### src/rtl/d_sram_to_sram_like_p.sv
// -----------------------------------------------------------------------------
// d_sram_to_sram_like_p
// Data-side bridge from the CPU's SRAM-style port to a single sram-like
// transaction per access. The pipeline stays stalled until the transaction
// completes. The completed result is then held while the global stall
// (longest_stall) is high.
//
// Ports
//   clk, rst          : clock, synchronous active-high reset
//   d_stall           : stall request to the pipeline
//   longest_stall     : global stall; while high the bridge parks in DONE
//   data_sram_*       : CPU side (en, byte wen, byte addr, lane-aligned wdata,
//                       captured rdata)
//   data_*            : sram-like side (req, wr, size, addr, wdata, rdata,
//                       addr_ok, data_ok)
//   perf_access_cnt   : saturating count of completed transactions
//   perf_stall_cnt    : saturating count of cycles with d_stall high
// -----------------------------------------------------------------------------
module d_sram_to_sram_like_p #(
  parameter int ADDR_W = 32,
  parameter int CNT_W  = 32
) (
  input  logic              clk,
  input  logic              rst,
  output logic              d_stall,
  input  logic              longest_stall,
  input  logic              data_sram_en,
  input  logic [3:0]        data_sram_wen,
  input  logic [ADDR_W-1:0] data_sram_addr,
  input  logic [31:0]       data_sram_wdata,
  output logic [31:0]       data_sram_rdata,
  output logic              data_req,
  output logic              data_wr,
  output logic [1:0]        data_size,
  output logic [ADDR_W-1:0] data_addr,
  output logic [31:0]       data_wdata,
  input  logic [31:0]       data_rdata,
  input  logic              data_addr_ok,
  input  logic              data_data_ok,
  output logic [CNT_W-1:0]  perf_access_cnt,
  output logic [CNT_W-1:0]  perf_stall_cnt
);

  typedef enum logic [1:0] {
    ST_ADDR = 2'd0,
    ST_WAIT = 2'd1,
    ST_DONE = 2'd2
  } state_t;

  state_t             state_q, state_d;
  logic               is_read_q, is_read_d;
  logic [31:0]        rdata_save_q, rdata_save_d;
  logic [CNT_W-1:0]   access_cnt_q, access_cnt_d;
  logic [CNT_W-1:0]   stall_cnt_q, stall_cnt_d;
  logic               enter_done_s;
  logic [3:0]         decode_s;
  logic               addr_lo_unused_s;

  // Byte-enable pattern to {size, addr[1:0]}; anything irregular is a word.
  function automatic logic [3:0] decode_wen(input logic [3:0] wen);
    logic [3:0] res;
    case (wen)
      4'b0001: res = {2'd0, 2'd0};
      4'b0010: res = {2'd0, 2'd1};
      4'b0100: res = {2'd0, 2'd2};
      4'b1000: res = {2'd0, 2'd3};
      4'b0011: res = {2'd1, 2'd0};
      4'b1100: res = {2'd1, 2'd2};
      default: res = {2'd2, 2'd0};
    endcase
    return res;
  endfunction

  // The offset comes from the byte enables, so the CPU's low address bits are unused.
  assign addr_lo_unused_s = ^data_sram_addr[1:0];

  assign decode_s        = decode_wen(data_sram_wen);
  assign data_wr         = |data_sram_wen;
  assign data_size       = decode_s[3:2];
  assign data_addr       = {data_sram_addr[ADDR_W-1:2], decode_s[1:0]};
  assign data_wdata      = data_sram_wdata;
  assign data_sram_rdata = rdata_save_q;
  assign d_stall         = data_sram_en & (state_q != ST_DONE);
  assign perf_access_cnt = access_cnt_q;
  assign perf_stall_cnt  = stall_cnt_q;

  // Next-state, request strobe and read capture.
  always_comb begin
    state_d      = state_q;
    is_read_d    = is_read_q;
    rdata_save_d = rdata_save_q;
    data_req     = 1'b0;
    enter_done_s = 1'b0;
    case (state_q)
      ST_ADDR: begin
        data_req = data_sram_en;
        if (data_sram_en & data_addr_ok) begin
          // Remember the type so WAIT knows whether to capture data.
          is_read_d = ~data_wr;
          if (data_data_ok) begin
            state_d      = ST_DONE;
            enter_done_s = 1'b1;
            if (~data_wr) begin
              rdata_save_d = data_rdata;
            end else begin
              rdata_save_d = rdata_save_q;
            end
          end else begin
            state_d = ST_WAIT;
          end
        end else begin
          state_d = ST_ADDR;
        end
      end
      ST_WAIT: begin
        if (data_data_ok) begin
          state_d      = ST_DONE;
          enter_done_s = 1'b1;
          if (is_read_q) begin
            rdata_save_d = data_rdata;
          end else begin
            rdata_save_d = rdata_save_q;
          end
        end else begin
          state_d = ST_WAIT;
        end
      end
      ST_DONE: begin
        // Result is held here until the whole pipeline may advance.
        if (~longest_stall) begin
          state_d = ST_ADDR;
        end else begin
          state_d = ST_DONE;
        end
      end
      default: begin
        state_d = ST_ADDR;
      end
    endcase
  end

  // Saturating performance counter next values.
  always_comb begin
    access_cnt_d = access_cnt_q;
    stall_cnt_d  = stall_cnt_q;
    if (enter_done_s && (access_cnt_q != {CNT_W{1'b1}})) begin
      access_cnt_d = access_cnt_q + CNT_W'(1'b1);
    end else begin
      access_cnt_d = access_cnt_q;
    end
    if (d_stall && (stall_cnt_q != {CNT_W{1'b1}})) begin
      stall_cnt_d = stall_cnt_q + CNT_W'(1'b1);
    end else begin
      stall_cnt_d = stall_cnt_q;
    end
  end

  // State, captured data and counters with synchronous reset.
  always_ff @(posedge clk) begin
    if (rst) begin
      state_q      <= ST_ADDR;
      is_read_q    <= 1'b0;
      rdata_save_q <= 32'h0000_0000;
      access_cnt_q <= {CNT_W{1'b0}};
      stall_cnt_q  <= {CNT_W{1'b0}};
    end else begin
      state_q      <= state_d;
      is_read_q    <= is_read_d;
      rdata_save_q <= rdata_save_d;
      access_cnt_q <= access_cnt_d;
      stall_cnt_q  <= stall_cnt_d;
    end
  end

endmodule

### config.mk
export PLATFORM = sky130hd
export DESIGN_NAME = d_sram_to_sram_like_p
export DESIGN_NICKNAME = d
export VERILOG_FILES = /design/src/rtl/d_sram_to_sram_like_p.sv
export SDC_FILE = /design/constraint.sdc
export NUM_CORES = 1
export LEC_CHECK = 0
export BUFFER_PORTS_ARGS = -buffer_cell sky130_fd_sc_hd__buf_2
export CAP_MARGIN = 15
export CORE_MARGIN = 2
export CORE_UTILIZATION = 40
export CTS_CLUSTER_DIAMETER = 60
export DETAILED_ROUTE_END_ITERATION = 6
export GPL_ROUTABILITY_DRIVEN = 0
export GPL_TIMING_DRIVEN = 1
export PLACE_DENSITY_LB_ADDON = 0.3
export RECOVER_POWER = 50
export SLEW_MARGIN = 25
export SYNTH_ARGS = -nofsm -noshare
export SYNTH_HDL_FRONTEND = slang
export SYNTH_SLANG_ARGS = --single-unit
### constraint.sdc
create_clock -name clk -period 2.15 [get_ports clk]
set_input_delay 0.3225 -clock clk [delete_from_list [all_inputs] [get_ports clk]]
set_output_delay 0.3225 -clock clk [all_outputs]
set_load 0.02 [all_outputs]
==> report_table.html <==
<table>
<tr><th>Metric</th><th>Value</th></tr>
<tr><th colspan="2">Clocking</th></tr>
<tr><td>Clock-pin slew on the worst setup and hold paths</td><td>approximately 0.070 ns</td></tr>
<tr><td>Number of levels in the clock H-tree</td><td>3</td></tr>
<tr><td>Count of buffers added by post-CTS timing repair for setup</td><td>0</td></tr>
<tr><td>Clock Root Buffer</td><td>sky130_fd_sc_hd__clkbuf_16</td></tr>
<tr><td>Clock latency reported for the late side of the worst-skew pair</td><td>0.35 ns</td></tr>
<tr><td>Post-CTS Hold Buffers</td><td>0</td></tr>
<tr><td>Number of CTS-inserted buffers</td><td>9</td></tr>
<tr><td>Num Clock Sinks</td><td>99</td></tr>
<tr><td>Number of buffers on the longest clock path</td><td>2</td></tr>
<tr><td>CTS tree</td><td>built</td></tr>
<tr><th colspan="2">Routing</th></tr>
<tr><td>TritonRoute pass-1 iters</td><td>4</td></tr>
<tr><td>Vias after detailed routing</td><td>4826</td></tr>
<tr><td>Remaining design rule violation count</td><td>0</td></tr>
<tr><td>Routed WL per cell</td><td>15.08 um</td></tr>
<tr><td>Iteration-0 DRC Markers</td><td>213</td></tr>
<tr><td>Per-cell via count in the routed design</td><td>5.534</td></tr>
<tr><td>Number of nets with antenna violations after routing</td><td>0</td></tr>
<tr><td>Final wirelength</td><td>13.15 mm</td></tr>
<tr><th colspan="2">Synthesis</th></tr>
<tr><td>Fraction of synthesized cell area taken by the top area cell type</td><td>0.3950</td></tr>
<tr><td>Synth top area cells</td><td>sky130_fd_sc_hd__dfxtp_1 (40%), sky130_fd_sc_hd__buf_4 (9.3%), sky130_fd_sc_hd__mux2i_1 (6.8%)</td></tr>
<tr><td>Largest area contributor in the netlist</td><td>sky130_fd_sc_hd__dfxtp_1</td></tr>
<tr><td>Area of the mapped netlist</td><td>around 5000 sq um</td></tr>
<tr><td>Fraction of the yosys area taken by sequential cells</td><td>0.3950</td></tr>
<tr><td>Prevailing post-synth register cell</td><td>sky130_fd_sc_hd__dfxtp_1</td></tr>
<tr><td>Mean instance size in the synthesized netlist</td><td>8.461 sq um</td></tr>
<tr><td>Flop and latch count out of synthesis</td><td>about 100</td></tr>
<tr><td>Number of synthesized flops with an enable pin</td><td>0</td></tr>
<tr><td>Number of warning messages in the yosys log</td><td>0</td></tr>
<tr><td>Net count after synthesis</td><td>701</td></tr>
<tr><td>Fraction of registers with async set/reset</td><td>0</td></tr>
<tr><td>Cells after Synth</td><td>593</td></tr>
<tr><td>Post-synthesis cell type count</td><td>52</td></tr>
<tr><th colspan="2">Worst setup path</th></tr>
<tr><td>Critical Path RT</td><td>2.38 ns</td></tr>
<tr><td>Critical Path End Type</td><td>flop</td></tr>
<tr><td>Worst Setup Start Kind</td><td>flop</td></tr>
<tr><td>Total buffers and inverters traversed by the critical path</td><td>0</td></tr>
<tr><td>Worst Setup Path Type</td><td>flop to flop</td></tr>
<tr><td>Slowest stage cell on the critical path</td><td>sky130_fd_sc_hd__or4_4</td></tr>
<tr><td>CP peak stage delay</td><td>0.59 ns</td></tr>
<tr><td>Kind of cell adding the most delay to the critical path</td><td>simple AND/OR/NAND/NOR gates</td></tr>
<tr><td>Crit path max fanout</td><td>9</td></tr>
<tr><td>CP cell instances</td><td>nand4_1 &gt; or4_4 &gt; and4bb_4 &gt; nor4_1 &gt; mux2_1</td></tr>
<tr><td>Crit path arrival time</td><td>2.31 ns</td></tr>
<tr><th colspan="2">STA</th></tr>
<tr><td>Crit share post-route</td><td>0.9663</td></tr>
<tr><td>Total setup violations reported at the end of the flow</td><td>0</td></tr>
<tr><td>Number of hold violations in the final report</td><td>0</td></tr>
<tr><td>Minimum clock period after layout</td><td>2.078 ns</td></tr>
<tr><td>FMAX</td><td>0.4813 GHz</td></tr>
<tr><td>Max_slew headroom</td><td>0.6174</td></tr>
<tr><td>Final Max Tran Viols</td><td>0</td></tr>
<tr><td>Slew at the pin closest to its max-slew limit</td><td>0.5695 ns</td></tr>
<tr><td>Worst-case clock skew</td><td>0.009489 ns</td></tr>
<tr><td>Setup repair after global routing missed its margin</td><td>true</td></tr>
<tr><td>Worst Hold Margin</td><td>0.2034 ns</td></tr>
<tr><th colspan="2">Power</th></tr>
<tr><td>Peak supply drop</td><td>0.4575 mV</td></tr>
<tr><td>P per Cell Area</td><td>620.0 nW/um^2</td></tr>
<tr><td>Leakage power total</td><td>2.426 nW</td></tr>
<tr><th colspan="2">Layout</th></tr>
<tr><td>Fraction of final layout cells with drive strength greater than 1</td><td>0.2315</td></tr>
<tr><td>Count of filler cells inserted in the layout</td><td>roughly 1200</td></tr>
<tr><td>P&amp;R area growth vs syn</td><td>19.97%</td></tr>
<tr><td>Number of nets in the finished design</td><td>807</td></tr>
<tr><td>Antenna fix cells</td><td>0</td></tr>
<tr><td>Number of standard cells in the final layout excluding fillers</td><td>slightly below 900</td></tr>
<tr><th colspan="2">Global route</th></tr>
<tr><td>Vias in the first global route</td><td>4315</td></tr>
<tr><td>Global routing usage summed across all routing layers</td><td>0.1856</td></tr>
<tr><td>Largest net degree at the start of global routing</td><td>43</td></tr>
<tr><td>Total gr overflow</td><td>0</td></tr>
<tr><td>Wire length of the first global-routing pass</td><td>20.21 mm</td></tr>
<tr><td>Initial antenna violation count</td><td>0</td></tr>
<tr><th colspan="2">Worst hold path</th></tr>
<tr><td>Hold Path Class</td><td>input port to flop</td></tr>
<tr><th colspan="2">Placement</th></tr>
<tr><td>Number of buffer cells added on primary ports</td><td>between 100 and 150</td></tr>
<tr><td>Count of placed standard cells including taps</td><td>between 800 and 900</td></tr>
<tr><td>Post-detail-place hpwl</td><td>9.284 mm</td></tr>
<tr><th colspan="2">Floorplan</th></tr>
<tr><td>Chip width</td><td>116.0 um</td></tr>
<tr><td>Starting utilization of the core area</td><td>0.4143</td></tr>
<tr><td>I/O pin cnt</td><td>around 270</td></tr>
<tr><td>Die area</td><td>~13000 sq um</td></tr>
<tr><td>Total number of placement rows</td><td>40</td></tr>
<tr><td>Die Ht</td><td>116.0 um</td></tr>
<tr><td>Core Footprint</td><td>12110 sq um</td></tr>
<tr><th colspan="2">Run</th></tr>
<tr><td>Count of maximum capacitance violations</td><td>0</td></tr>
<tr><th colspan="2">Outcome</th></tr>
<tr><td>Outcome</td><td>complete, no violations</td></tr>
</table>
## report_power, final
group / switching, mW / internal, mW / total (mW)
combinational: 0.115 / 0.0702 / 0.185
sequential: 0.00899 / 1.84 / 1.85
clock: 0.701 / 0.994 / 1.69
total: 0.825 / 2.91 / 3.73
## synth_stat cells, drive strengths merged (2+ instances only)
cell	number
dfxtp	99
or3	33
or2	4
mux2	4
nand4	22
ha	2
nand2b	2
or4	18
nor2b	4
o31ai	17
a21oi	52
nor2	55
nand2	31
o311ai	2
nor3	10
nor4	6
and2	2
o21ai	35
and4	6
o41ai	3
xor2	2
nand3	25
inv	8
mux2i	34
buf	72
and3	10
clkbuf	18
## cell usage in the layout, fill, tap and decap left out, drive strengths merged, types with 2 or more instances in the layout
cell type  count
nand2         31
xor2           2
a211o          3
or4           18
clkbuf        77
a2111o         3
ha             2
nand2b         2
a21oi         52
or2            4
nand4         22
and3          10
mux2           4
buf          116
nor4           6
dfxtp         99
nor2b          4
o21ai         35
o31ai         17
o311ai         2
and2           2
and4           6
inv            8
or3           33
nor2          55
mux2i         34
clkinv         2
o41ai          3
nor3          10
nand3         25
## logic make-up after synthesis
group / after synthesis / synth area share
AO/OA/AOI/OAI: 120 / 0.1404
XOR/XNOR: 3 / 0.005238
adder cells (fa/ha/maj): 2 / 0.004987
buffers and inverters: 98 / 0.1254
flip-flops: 99 / 0.3950
multiplexers: 38 / 0.07681
AND/OR/NAND/NOR: 233 / 0.2521
## layout make-up
| type | count | area, sq um | area share |
|---|---|---|---|
| Tap cell | 168 | 210.2 | 0.03492 |
| Timing Repair Buffer | 181 | 960.9 | 0.1596 |
| Sequential cell | 99 | 1993 | 0.3311 |
| Inverter | 8 | 30.03 | 0.004989 |
| Multi-Input combinational cell | 400 | 2511 | 0.4172 |
| Clock buffer | 12 | 266.5 | 0.04427 |
| Clock inverter | 4 | 47.55 | 0.007899 |
## final timing paths
path	to	from	cells past startpoint	slack (ns)
setup / recovery	perf_access_cnt[17]	perf_access_cnt[20]	5	0.07
hold / removal	state_q[0]	data_data_ok	2	0.20
setup reg to reg	perf_access_cnt[17]	perf_access_cnt[20]	5	0.07
hold reg to reg	is_read_q	is_read_q	2	0.49
## routing by layer
layer	up-vias	global-route usage	part of all wire
met5	-	0	0
met4	0	0.08095	0.021
met3	32	0.05596	0.066
met2	167	0.3002	0.47
met1	2291	0.2294	0.44
li1	2336	-	-
## sequential cells by signal (all words and copies together), names as in the netlist
name,cells
data_sram_rdata,32
is_read_q,1
perf_access_cnt,32
perf_stall_cnt,32
state_q,2
## repair_timing
item / in CTS / in global routing
pin swaps: 0 / 4
gates cloned: 0 / 5
hold endpoints to repair: 0 / 0
gates resized for setup: 3 / 12
setup endpoints to repair: 8 / 50
## stage by stage
| step | TNS (ns) | cell area [sq um] | setup WS (ns) | utilization | total power [mW] |
|---|---|---|---|---|---|
| 2_1_floorplan | 0 | 5024 | 0.004590 | - | 2.157 |
| 3_3_place_gp | 0 | 5662 | 0.04172 | 0.4675 | 2.075 |
| 3_5_place_dp | -0.1748 | 5662 | -0.08071 | 0.4675 | 2.080 |
| 4_1_cts | 0 | 5986 | 0.01551 | 0.4942 | 3.776 |
| 5_1_grt | -0.02824 | 6020 | -0.01780 | 0.4970 | 3.857 |
| 6_report | 0 | 6020 | 0.07244 | 0.4970 | 3.732 |
Note: power is estimated with default switching activity, not from simulation.
